[src/rtl/mips_defs.sv]
// Shared MIPS decode constants for the pipeline.
// Contents: opcode and funct field values, well-known register numbers,
// and the write-back source select type.
package mips_defs;

  // Primary opcodes (InstrW[31:26])
  localparam logic [5:0] OP_RTYPE = 6'h00;
  localparam logic [5:0] OP_JAL   = 6'h03;
  localparam logic [5:0] OP_ADDI  = 6'h08;
  localparam logic [5:0] OP_ADDIU = 6'h09;
  localparam logic [5:0] OP_SLTI  = 6'h0A;
  localparam logic [5:0] OP_SLTIU = 6'h0B;
  localparam logic [5:0] OP_ANDI  = 6'h0C;
  localparam logic [5:0] OP_ORI   = 6'h0D;
  localparam logic [5:0] OP_XORI  = 6'h0E;
  localparam logic [5:0] OP_LUI   = 6'h0F;
  localparam logic [5:0] OP_LB    = 6'h20;
  localparam logic [5:0] OP_LH    = 6'h21;
  localparam logic [5:0] OP_LW    = 6'h23;
  localparam logic [5:0] OP_LBU   = 6'h24;
  localparam logic [5:0] OP_LHU   = 6'h25;

  // R-type funct codes (InstrW[5:0])
  localparam logic [5:0] FN_SLL     = 6'h00;
  localparam logic [5:0] FN_JR      = 6'h08;
  localparam logic [5:0] FN_JALR    = 6'h09;
  localparam logic [5:0] FN_MOVZ    = 6'h0A;
  localparam logic [5:0] FN_MOVN    = 6'h0B;
  localparam logic [5:0] FN_SYSCALL = 6'h0C;
  localparam logic [5:0] FN_MFHI    = 6'h10;
  localparam logic [5:0] FN_MTHI    = 6'h11;
  localparam logic [5:0] FN_MFLO    = 6'h12;
  localparam logic [5:0] FN_MTLO    = 6'h13;
  localparam logic [5:0] FN_MULT    = 6'h18;
  localparam logic [5:0] FN_MULTU   = 6'h19;
  localparam logic [5:0] FN_DIV     = 6'h1A;
  localparam logic [5:0] FN_DIVU    = 6'h1B;
  localparam logic [5:0] FN_ADDU    = 6'h21;

  // Register numbers
  localparam logic [4:0] REG_ZERO = 5'd0;
  localparam logic [4:0] REG_GP   = 5'd28;
  localparam logic [4:0] REG_SP   = 5'd29;
  localparam logic [4:0] REG_RA   = 5'd31;

  typedef enum logic [2:0] {
    SrcAlu,
    SrcLoad,
    SrcPc8,
    SrcHi,
    SrcLo
  } wb_src_e;

  function automatic logic is_load(input logic [5:0] op);
    return (op == OP_LW) || (op == OP_LB) || (op == OP_LBU) ||
           (op == OP_LH) || (op == OP_LHU);
  endfunction

endpackage

[src/rtl/load_ext.sv]
// Sub-word load extraction and extension.
// Ports:
//   ReadDataW  in  32  raw data-memory word
//   off        in  2   byte offset of the load address
//   op         in  6   primary opcode of the load
//   ExtData    out 32  selected and extended load value
// Non-load opcodes pass the word through unchanged, same as lw.
module load_ext
  import mips_defs::*;
(
  input  logic [31:0] ReadDataW,
  input  logic [1:0]  off,
  input  logic [5:0]  op,
  output logic [31:0] ExtData
);

  logic [7:0]  w_byte;
  logic [15:0] w_half;

  always_comb begin
    w_byte = ReadDataW[7:0];
    unique case (off)
      2'd0: w_byte = ReadDataW[7:0];
      2'd1: w_byte = ReadDataW[15:8];
      2'd2: w_byte = ReadDataW[23:16];
      2'd3: w_byte = ReadDataW[31:24];
      default: w_byte = ReadDataW[7:0];
    endcase
  end

  // Halfword select ignores off[0]; misaligned halfwords are not trapped here.
  assign w_half = off[1] ? ReadDataW[31:16] : ReadDataW[15:0];

  always_comb begin
    ExtData = ReadDataW;
    case (op)
      OP_LB:   ExtData = {{24{w_byte[7]}}, w_byte};
      OP_LBU:  ExtData = {24'h0, w_byte};
      OP_LH:   ExtData = {{16{w_half[15]}}, w_half};
      OP_LHU:  ExtData = {16'h0, w_half};
      default: ExtData = ReadDataW;
    endcase
  end

endmodule

[src/rtl/wb_stage_regfile.sv]
// MIPS write-back stage plus 32x32 general-purpose register file.
// Ports:
//   clk, reset                 clock, asynchronous active-low reset
//   InstrW, WriteRegW          instruction in W (0 = bubble), destination register
//   PCouter8W, ReadDataW,      write-back source candidates
//   ALUOutW, HiDataW, LoDataW  (ALUOutW[1:0] is also the load byte offset)
//   RtDataW, movnW, movzW      MOVN/MOVZ condition inputs
//   A1/RD1, A2/RD2             decode read ports, combinational with write-through
//   RegWriteW, WriteDataW      qualified write enable and value, for forwarding
//   RetiredCnt                 count of non-bubble instructions leaving W
module wb_stage_regfile
  import mips_defs::*;
#(
  parameter int unsigned CNT_W   = 32,
  parameter logic [31:0] GP_INIT = 32'h0000_1800,
  parameter logic [31:0] SP_INIT = 32'h0000_2FFC
) (
  input  logic             clk,
  input  logic             reset,
  input  logic [31:0]      InstrW,
  input  logic [4:0]       WriteRegW,
  input  logic [31:0]      PCouter8W,
  input  logic [31:0]      ReadDataW,
  input  logic [31:0]      ALUOutW,
  input  logic [31:0]      HiDataW,
  input  logic [31:0]      LoDataW,
  input  logic [31:0]      RtDataW,
  input  logic             movnW,
  input  logic             movzW,
  input  logic [4:0]       A1,
  input  logic [4:0]       A2,
  output logic [31:0]      RD1,
  output logic [31:0]      RD2,
  output logic             RegWriteW,
  output logic [31:0]      WriteDataW,
  output logic [CNT_W-1:0] RetiredCnt
);

  logic [31:0]      r_gpr [32];
  logic [CNT_W-1:0] r_cnt;

  logic [5:0]  w_op;
  logic [5:0]  w_funct;
  logic        w_writer;
  logic        w_cond;
  logic        w_bubble;
  wb_src_e     w_src;
  logic [31:0] w_load_data;
  logic        unused_instr;

  assign w_op         = InstrW[31:26];
  assign w_funct      = InstrW[5:0];
  assign w_bubble     = (InstrW == 32'h0);
  assign unused_instr = ^InstrW[25:6];

  load_ext u_load_ext (
    .ReadDataW (ReadDataW),
    .off       (ALUOutW[1:0]),
    .op        (w_op),
    .ExtData   (w_load_data)
  );

  // Writer class and write-back source decode.
  always_comb begin
    w_writer = 1'b0;
    w_src    = SrcAlu;
    case (w_op)
      OP_RTYPE: begin
        case (w_funct)
          FN_JR, FN_MULT, FN_MULTU, FN_DIV, FN_DIVU,
          FN_MTHI, FN_MTLO, FN_SYSCALL: w_writer = 1'b0;
          default:                      w_writer = 1'b1;
        endcase
        case (w_funct)
          FN_JALR: w_src = SrcPc8;
          FN_MFHI: w_src = SrcHi;
          FN_MFLO: w_src = SrcLo;
          default: w_src = SrcAlu;
        endcase
      end
      OP_ADDI, OP_ADDIU, OP_SLTI, OP_SLTIU,
      OP_ANDI, OP_ORI, OP_XORI, OP_LUI: w_writer = 1'b1;
      OP_JAL: begin
        w_writer = 1'b1;
        w_src    = SrcPc8;
      end
      default: begin
        if (is_load(w_op)) begin
          w_writer = 1'b1;
          w_src    = SrcLoad;
        end
      end
    endcase
  end

  always_comb begin
    WriteDataW = ALUOutW;
    unique case (w_src)
      SrcLoad: WriteDataW = w_load_data;
      SrcPc8:  WriteDataW = PCouter8W;
      SrcHi:   WriteDataW = HiDataW;
      SrcLo:   WriteDataW = LoDataW;
      default: WriteDataW = ALUOutW;
    endcase
  end

  // MOVN and MOVZ together is illegal and suppresses the write.
  always_comb begin
    w_cond = 1'b1;
    if (movnW && movzW) begin
      w_cond = 1'b0;
    end else if (movnW) begin
      w_cond = (RtDataW != 32'h0);
    end else if (movzW) begin
      w_cond = (RtDataW == 32'h0);
    end
  end

  // A bubble decodes as sll $0; gating it explicitly keeps it harmless
  // even if WriteRegW carries stale bits.
  assign RegWriteW = w_writer && (WriteRegW != REG_ZERO) && w_cond && !w_bubble;

  always_ff @(posedge clk or negedge reset) begin
    if (!reset) begin
      for (int i = 0; i < 32; i++) begin
        if (i == int'(REG_GP)) begin
          r_gpr[i] <= GP_INIT;
        end else if (i == int'(REG_SP)) begin
          r_gpr[i] <= SP_INIT;
        end else begin
          r_gpr[i] <= 32'h0;
        end
      end
    end else if (RegWriteW) begin
      r_gpr[WriteRegW] <= WriteDataW;
    end
  end

  always_ff @(posedge clk or negedge reset) begin
    if (!reset) begin
      r_cnt <= '0;
    end else if (!w_bubble) begin
      r_cnt <= r_cnt + CNT_W'(1);
    end
  end

  assign RetiredCnt = r_cnt;

  // Write-through so decode sees the value committing this cycle.
  assign RD1 = (RegWriteW && (A1 == WriteRegW)) ? WriteDataW : r_gpr[A1];
  assign RD2 = (RegWriteW && (A2 == WriteRegW)) ? WriteDataW : r_gpr[A2];

endmodule

[config.mk]
export PLATFORM = sky130hd
export DESIGN_NAME = wb_stage_regfile
export DESIGN_NICKNAME = d
export VERILOG_FILES = /design/src/rtl/mips_defs.sv /design/src/rtl/load_ext.sv /design/src/rtl/wb_stage_regfile.sv
export SDC_FILE = /design/constraint.sdc
export NUM_CORES = 2
export LEC_CHECK = 0
export BUFFER_PORTS_ARGS = -buffer_cell sky130_fd_sc_hd__buf_2
export CAP_MARGIN = 15
export CORE_MARGIN = 8
export CORE_UTILIZATION = 62
export DETAILED_ROUTE_END_ITERATION = 7
export PLACE_DENSITY_LB_ADDON = 0.3
export SLEW_MARGIN = 25
export SYNTH_ARGS = -nofsm -noshare
export SYNTH_HDL_FRONTEND = slang
export SYNTH_SLANG_ARGS = --single-unit
[constraint.sdc]
create_clock -name clk -period 3 [get_ports clk]
set_input_delay 0.15 -clock clk [delete_from_list [all_inputs] [get_ports clk]]
set_output_delay 0.15 -clock clk [all_outputs]
set_load 0.005 [all_outputs]
# Word level (Yosys, flattened, before mapping)
# Memories as Yosys holds them, arrays and structs flattened.
# Index checks and enable logic that the tools add are counted.
totals:
  ff_bits: 1056
  latch_bits: 0
  ramBits: 0
  mem_bits_ro: 32
  input_bits: 243
  memories: 1
op_classes:
  addsub: 1
  n_mul: 0
  div_mod_pow: 0
  order_cmp: 4
  n_eq_ne: 26
  n_shift: 0
  n_mux: 24
  bitwise_logic: 3
  n_reduce_logical: 20
mem_list:
  columns: ["name", "depth", "word_bits", "read_ports", "rd_ports_with_merged_regs", "write_ports", "line_no", "rtl"]
  rows:
  - ["(no name shown)", 32, 1, 1, 0, 0, "wb_stage_regfile.sv:69", "case (w_funct)"]
ops:
  columns: ["op", "n"]
  rows:
  - ["1024-bit bitwise mux", 1]
  - ["32-bit binary-select mux with 5-bit select", 2]
  - ["32-bit case mux with 4 select lines", 2]
  - ["32-bit two-way mux", 7]
  - ["32-bit demux with 5-bit select", 1]
  - ["32-bit zero test", 2]
  - ["6-bit by 4-bit equality test with 1-bit output (second input constant)", 9]
  - ["32-bit by 1-bit adder with 32-bit output (second input constant)", 1]
  - ["8-bit case mux with 4 select lines", 1]
  - ["32-bit nonzero test", 1]
  - ["6-bit equality test (second input constant)", 5]
  - ["6-bit greater-or-equal comparator (second input constant)", 3]
  - ["5-bit NOT with 6-bit output", 3]
  - ["3-bit case mux with 3 select lines", 2]
  - ["16-bit two-way mux", 1]
  - ["6-bit by 5-bit equality test with 1-bit output (second input constant)", 2]
  - ["5-bit equality test", 2]
  - ["9-bit OR reduction", 1]
  - ["8-bit OR reduction", 1]
  - ["1-bit logical AND", 7]
  - ["3-bit by 2-bit equality test with 1-bit output (second input constant)", 2]
  - ["6-bit by 2-bit equality test with 1-bit output (second input constant)", 1]
  - ["6-bit zero test", 1]
  - ["6-bit by 1-bit less-than comparator with 1-bit output (second input constant)", 1]
  - ["other kinds (10)", 19]

# Logic depth before layout (Yosys ltp)
depth:
  ltp_word: 12
  ltp_mapped: 11

# Modules after synthesis
# Synthesis repeated with hierarchy kept, for this count alone.
unflattened:
  hier_cells: 4169
  area_unflattened_um2: 58522.4
by_module_without_submodules:
  columns: ["mod", "n_inst", "cells_each", "area_per_inst_um2"]
  rows:
  - ["wb_stage_regfile", 1, 4041, 57507.7]
  - ["load_ext", 1, 128, 1014.7]

# Least setup slack after synthesis
# Ideal clock, no wire load.
synth_path:
  path_type: "input -> output"
  from: "in ALUOutW[1]"
  to: "out RD2[24]"
  arrival_ns: 2.365
  setup_slack_ns: 0.485
  path_stages: 9
  cell_sequence: "buf_2 -> mux4_2 -> a22oi_2 -> o21ai_4 -> buf_6 -> o32ai_2 -> inv_1 -> buf_2 -> mux2_2"
synth_via:
  elab_chain_len: 5
  elab_cells_between_ends: 9
synth_rtl:
  columns: ["item", "line_no", "rtl"]
  rows:
  - ["start, declared", "wb_stage_regfile.sv:24", "input logic [31:0] ALUOutW,"]
  - ["2-bit equality test (tied with other cells)", "load_ext.sv:22", "unique case (off)"]
  - ["8-bit case mux with 4 select lines", "load_ext.sv:22", null]
  - ["32-bit case mux with 4 select lines *", "load_ext.sv:36", "case (op)"]
  - ["32-bit case mux with 4 select lines *", "wb_stage_regfile.sv:98", "unique case (w_src)"]
  - ["named net WriteDataW[24]", "wb_stage_regfile.sv:35", "output logic [31:0] WriteDataW,"]
  - ["32-bit two-way mux *", "wb_stage_regfile.sv:151", "assign RD2 = (RegWriteW && (A2 == WriteRegW)) ? WriteDataW : r_gpr[A2];"]
  - ["end, declared", "wb_stage_regfile.sv:33", "output logic [31:0] RD2,"]
# Mark *: on every way through the listed nets, which the timed path passes. The rest lies on a longest branch.

# Final worst setup path
layout_path:
  from: "in InstrW[28]"
  to: "out RD1[19]"
layout_via:
  elab_chain_len: 12
  elab_cells_between_ends: 38
layout_rtl:
  columns: ["item", "line_no", "rtl"]
  rows:
  - ["start, declared", "wb_stage_regfile.sv:20", "input logic [31:0] InstrW,"]
  - ["parallel branches: the longest is 11 deep, another holds 32-bit case mux with 4 select lines", null, null]
  - ["32-bit two-way mux *", "wb_stage_regfile.sv:150", "assign RD1 = (RegWriteW && (A1 == WriteRegW)) ? WriteDataW : r_gpr[A1];"]
  - ["end, declared", "wb_stage_regfile.sv:32", "output logic [31:0] RD1,"]
# Every way passes the cells marked *.

==> flow_summary.ini <==
[die]
rows = 113
die_area_mm2 = 0.105
die_w_um = 325
coreArea_mm2 = 0.0947
chipHeight_um = 325
initial_core_util = 0.623
num_io_pins = 372

[min_path]
hold_class = in2async

[logic_synthesis]
synthAdderAreaFrac = 0.000212
synth_top_family_by_area = multiplexers
synthCells = 4810
ys_types = 71
synth_seq_cells = 1056
synth.avg_cell_area_um2 = 12.3
yosysSeqAreaShare = 0.448
syn-cell-area_mm2 = 0.0590
synthXorXnorAreaFrac = 0.00609
synth_edf_count = 0
syn_nets = 5054
synthMuxAreaShare = 0.351
ys.flop_type = dfrtp_1
synthTopCellsByArea = dfrtp_1 (44%), mux4_2 (15%), mux2_2 (14%)
yosysTopAreaCell = dfrtp_1
yosysTopAreaCellShare = 0.442
async_flop_share = 1.00
yosys.area_share.simple = 0.0607
ys.warnings.count = 0
synth-compound-area-share = 0.0929

[cells_and_area]
drive_above_1_share = 0.418
utilization = 0.735
nets = 5465
multi_input_area_mm2 = 0.0305
fillers = 6109
seq_area_mm2 = 0.0264
final_area_mm2 = 0.0696
area_growth_pct = 18.0

[pwr]
vdd_drop_max_uv = 532
power_density_mw_per_mm2 = 542
power_mw = 37.7
leakagePower_nw = 32.0

[timing]
fmax_mhz = 326
grt_setup_unrepaired = true
setup_tns_ps = -271
fin_crit_ps = 3070
setup_viol_count_final = 9
worst_pin_slew_ps = 913
min_period_over_period = 1.02
fin_ws_ps = -65.3
max-slew-margin-rel = 0.385
slew_viol_final = 0
hold_viol = 0
skew_ps = 7.98

[clock_network]
cts_sinks = 1056
cts_root_buf = clkbuf_16
cts_buffers = 110
htreeDepth = 3
cts_tree = yes
clock_latency_ps = 710
clock_path_buffers = 3
clkSlewWorstSetupHoldPaths_ps = 60

[setup_path]
cp.required_ps = 2850
r2r_start = RetiredCnt[0]
crit_chain = buf_6 -> or4_4 -> or3_4 -> o22ai_4 -> buf_6 -> and4_4 -> nand3_4 -> buf_12 -> buf_16 -> mux2i_1 -> buf_4 -> buf_2
critPathKind = in2out
max_stage_delay_ps = 540
worstSetupEndpointType = primary output
path_max_fanout = 8
startpoint_type = primary input
cp.arrival_ps = 2920
crit_start = InstrW[28]
cp_top_family = simple AND/OR/NAND/NOR gates
worst_path_max_delay_cell = or4_4
crit_buf_inv = 6
critPathMostFrequentCell = buf_6

[detailed_routing]
vias_per_cell = 7.45
drcViolationCount = 0
detail_route.first_pass.iterations = 8
drt_iter0_drc = 7356
routed_wl_mm = 231
drt-wirelength-per-cell_um = 35.1
antenna_left = 0
dr_total_vias = 49100

[global_routing]
grt_overflow = 0
grt_use_total = 0.428
use_met2 = 0.608
use_met3 = 0.168
antenna_found_initial = 10
met1_usage = 0.540
top_usage_layer = met2
grt_max_degree = 103
grt_pass1_vias = 49500
grt_first_pass_wirelength_mm = 336

[outcome]
violations = setup timing
status = finished with violations

[placed_design]
hpwlAfterDp_mm = 151
place.gp.congestion = 0.988
port_buffers = 371
dpl_cell_area_mm2 = 0.0653

[run]
max_cap_violations = 0
[worst reg2reg max path: stages (launching register included)]
cell and delay [ps]:
dfrtp_1 460, ha_1 240, and3_1 250, nand2_1 100, a211oi_1 220, buf_4 190, nand4_1 190, nor2_1 170
xor2_1 160
[kinds of logic after synthesis]
logic type	after synthesis
compound gates	875
xor+xnor	41
fa+ha+maj	1
buf+inv	558
flops	1056
mux	1497
simple gates	782
[worst paths after layout]
path	endpoint	slack, ps	cells after the start
max	RD1[19]	-70	12
min	r_gpr[600]	7	2
max reg2reg	RetiredCnt[24]	940	8
min reg2reg	r_gpr[1020]	400	0
max in group asynchronous	r_gpr[937]	1840	3
min in group clk	r_gpr[969]	30	4
[per-layer routing]
metal	vias to the layer above	part of all wire
met4	4	0.086
met1	24700	0.34
met2	4285	0.42
met5	-	0.00011
met3	1238	0.15
li1	18800	-
[layout make-up]
type                       count  share of cell area
clock buffer                 160              0.0466
sequential                  1056               0.380
multi-input combinational   3196               0.439
timing repair buffer         820               0.102
inverter                      37             0.00203
antenna                        7            0.000252
clock inverter                48             0.00793
tap                         1265              0.0227
[through the flow]
stage / setup slack, ps / instances / hold WS [ps]
after detailed placement: -363 / 6352 / 150
after floorplan: 485 / 4810 / -146
final: -65.3 / 6589 / 7.18
after CTS: 1.44 / 6581 / 2.94
after global placement: -374 / 6352 / 149
after global routing: -55.1 / 6585 / 26.2
[sequential cells by signal, summed over array words and instances (netlist names)]
signal / flops
r_gpr: 1024
RetiredCnt: 32
[repair_timing]
action | in CTS | in global routing
gates resized for setup | 32 | 32
endpoints found under the setup margin | 59 | 61
pin swaps | 3 | 3
cloned | 2 | 0
buffers inserted | 6 | 3
hold buffers | 13 | 0
endpoints found under the hold margin | 669 | 0
[power breakdown]
part           leakage, nW  total [mW]  switching [mW]  internal [mW]
logic                 15.8        6.65            3.44           3.21
clock network         1.87        14.4            6.12           8.29
registers             14.3        16.7            1.08           15.6
total                 32.0        37.7            10.7           27.1
[placed cells by master (no fill, tap or decap), drive strengths merged, types with 10 or more instances in the layout]
cell type / n
and2: 25
a221o: 21
o221ai: 24
a31oi: 13
dfrtp: 1043
clkinv: 29
a22oi: 75
a21oi: 105
mux2i: 339
xor2: 13
inv: 42
nor4: 16
mux2: 777
nor2b: 13
nand3: 45
a221oi: 24
nand3b: 28
xnor2: 28
or2: 11
o21ai: 430
a211oi: 12
clkbuf: 160
and3: 16
o32ai: 18
o22ai: 94
nand2b: 10
nand4: 20
nand2: 458
dlygate4sd3: 13
dfstp: 13
mux4: 381
buf: 807
nor2: 110
[cells in the mapped netlist (15+ instances only)]
| library cell | n |
|---|---|
| nand4_1 | 19 |
| inv_1 | 28 |
| o21ai_1 | 50 |
| clkbuf_1 | 309 |
| dfrtp_1 | 1043 |
| xnor2_1 | 28 |
| a221oi_1 | 24 |
| buf_1 | 71 |
| mux2_2 | 724 |
| o221ai_1 | 24 |
| buf_2 | 103 |
| buf_4 | 18 |
| nand3_1 | 36 |
| mux2i_1 | 339 |
| a21oi_1 | 105 |
| and3_1 | 16 |
| nor4_1 | 16 |
| a221o_1 | 21 |
| nor2_1 | 100 |
| nand2_1 | 458 |
| mux4_2 | 381 |
| mux2_1 | 53 |
| o21ai_0 | 379 |
| nand3b_1 | 28 |
| buf_6 | 15 |
| a22oi_1 | 74 |
| o22ai_1 | 93 |
| and2_1 | 25 |
Note: power is estimated with default switching activity, not from simulation.
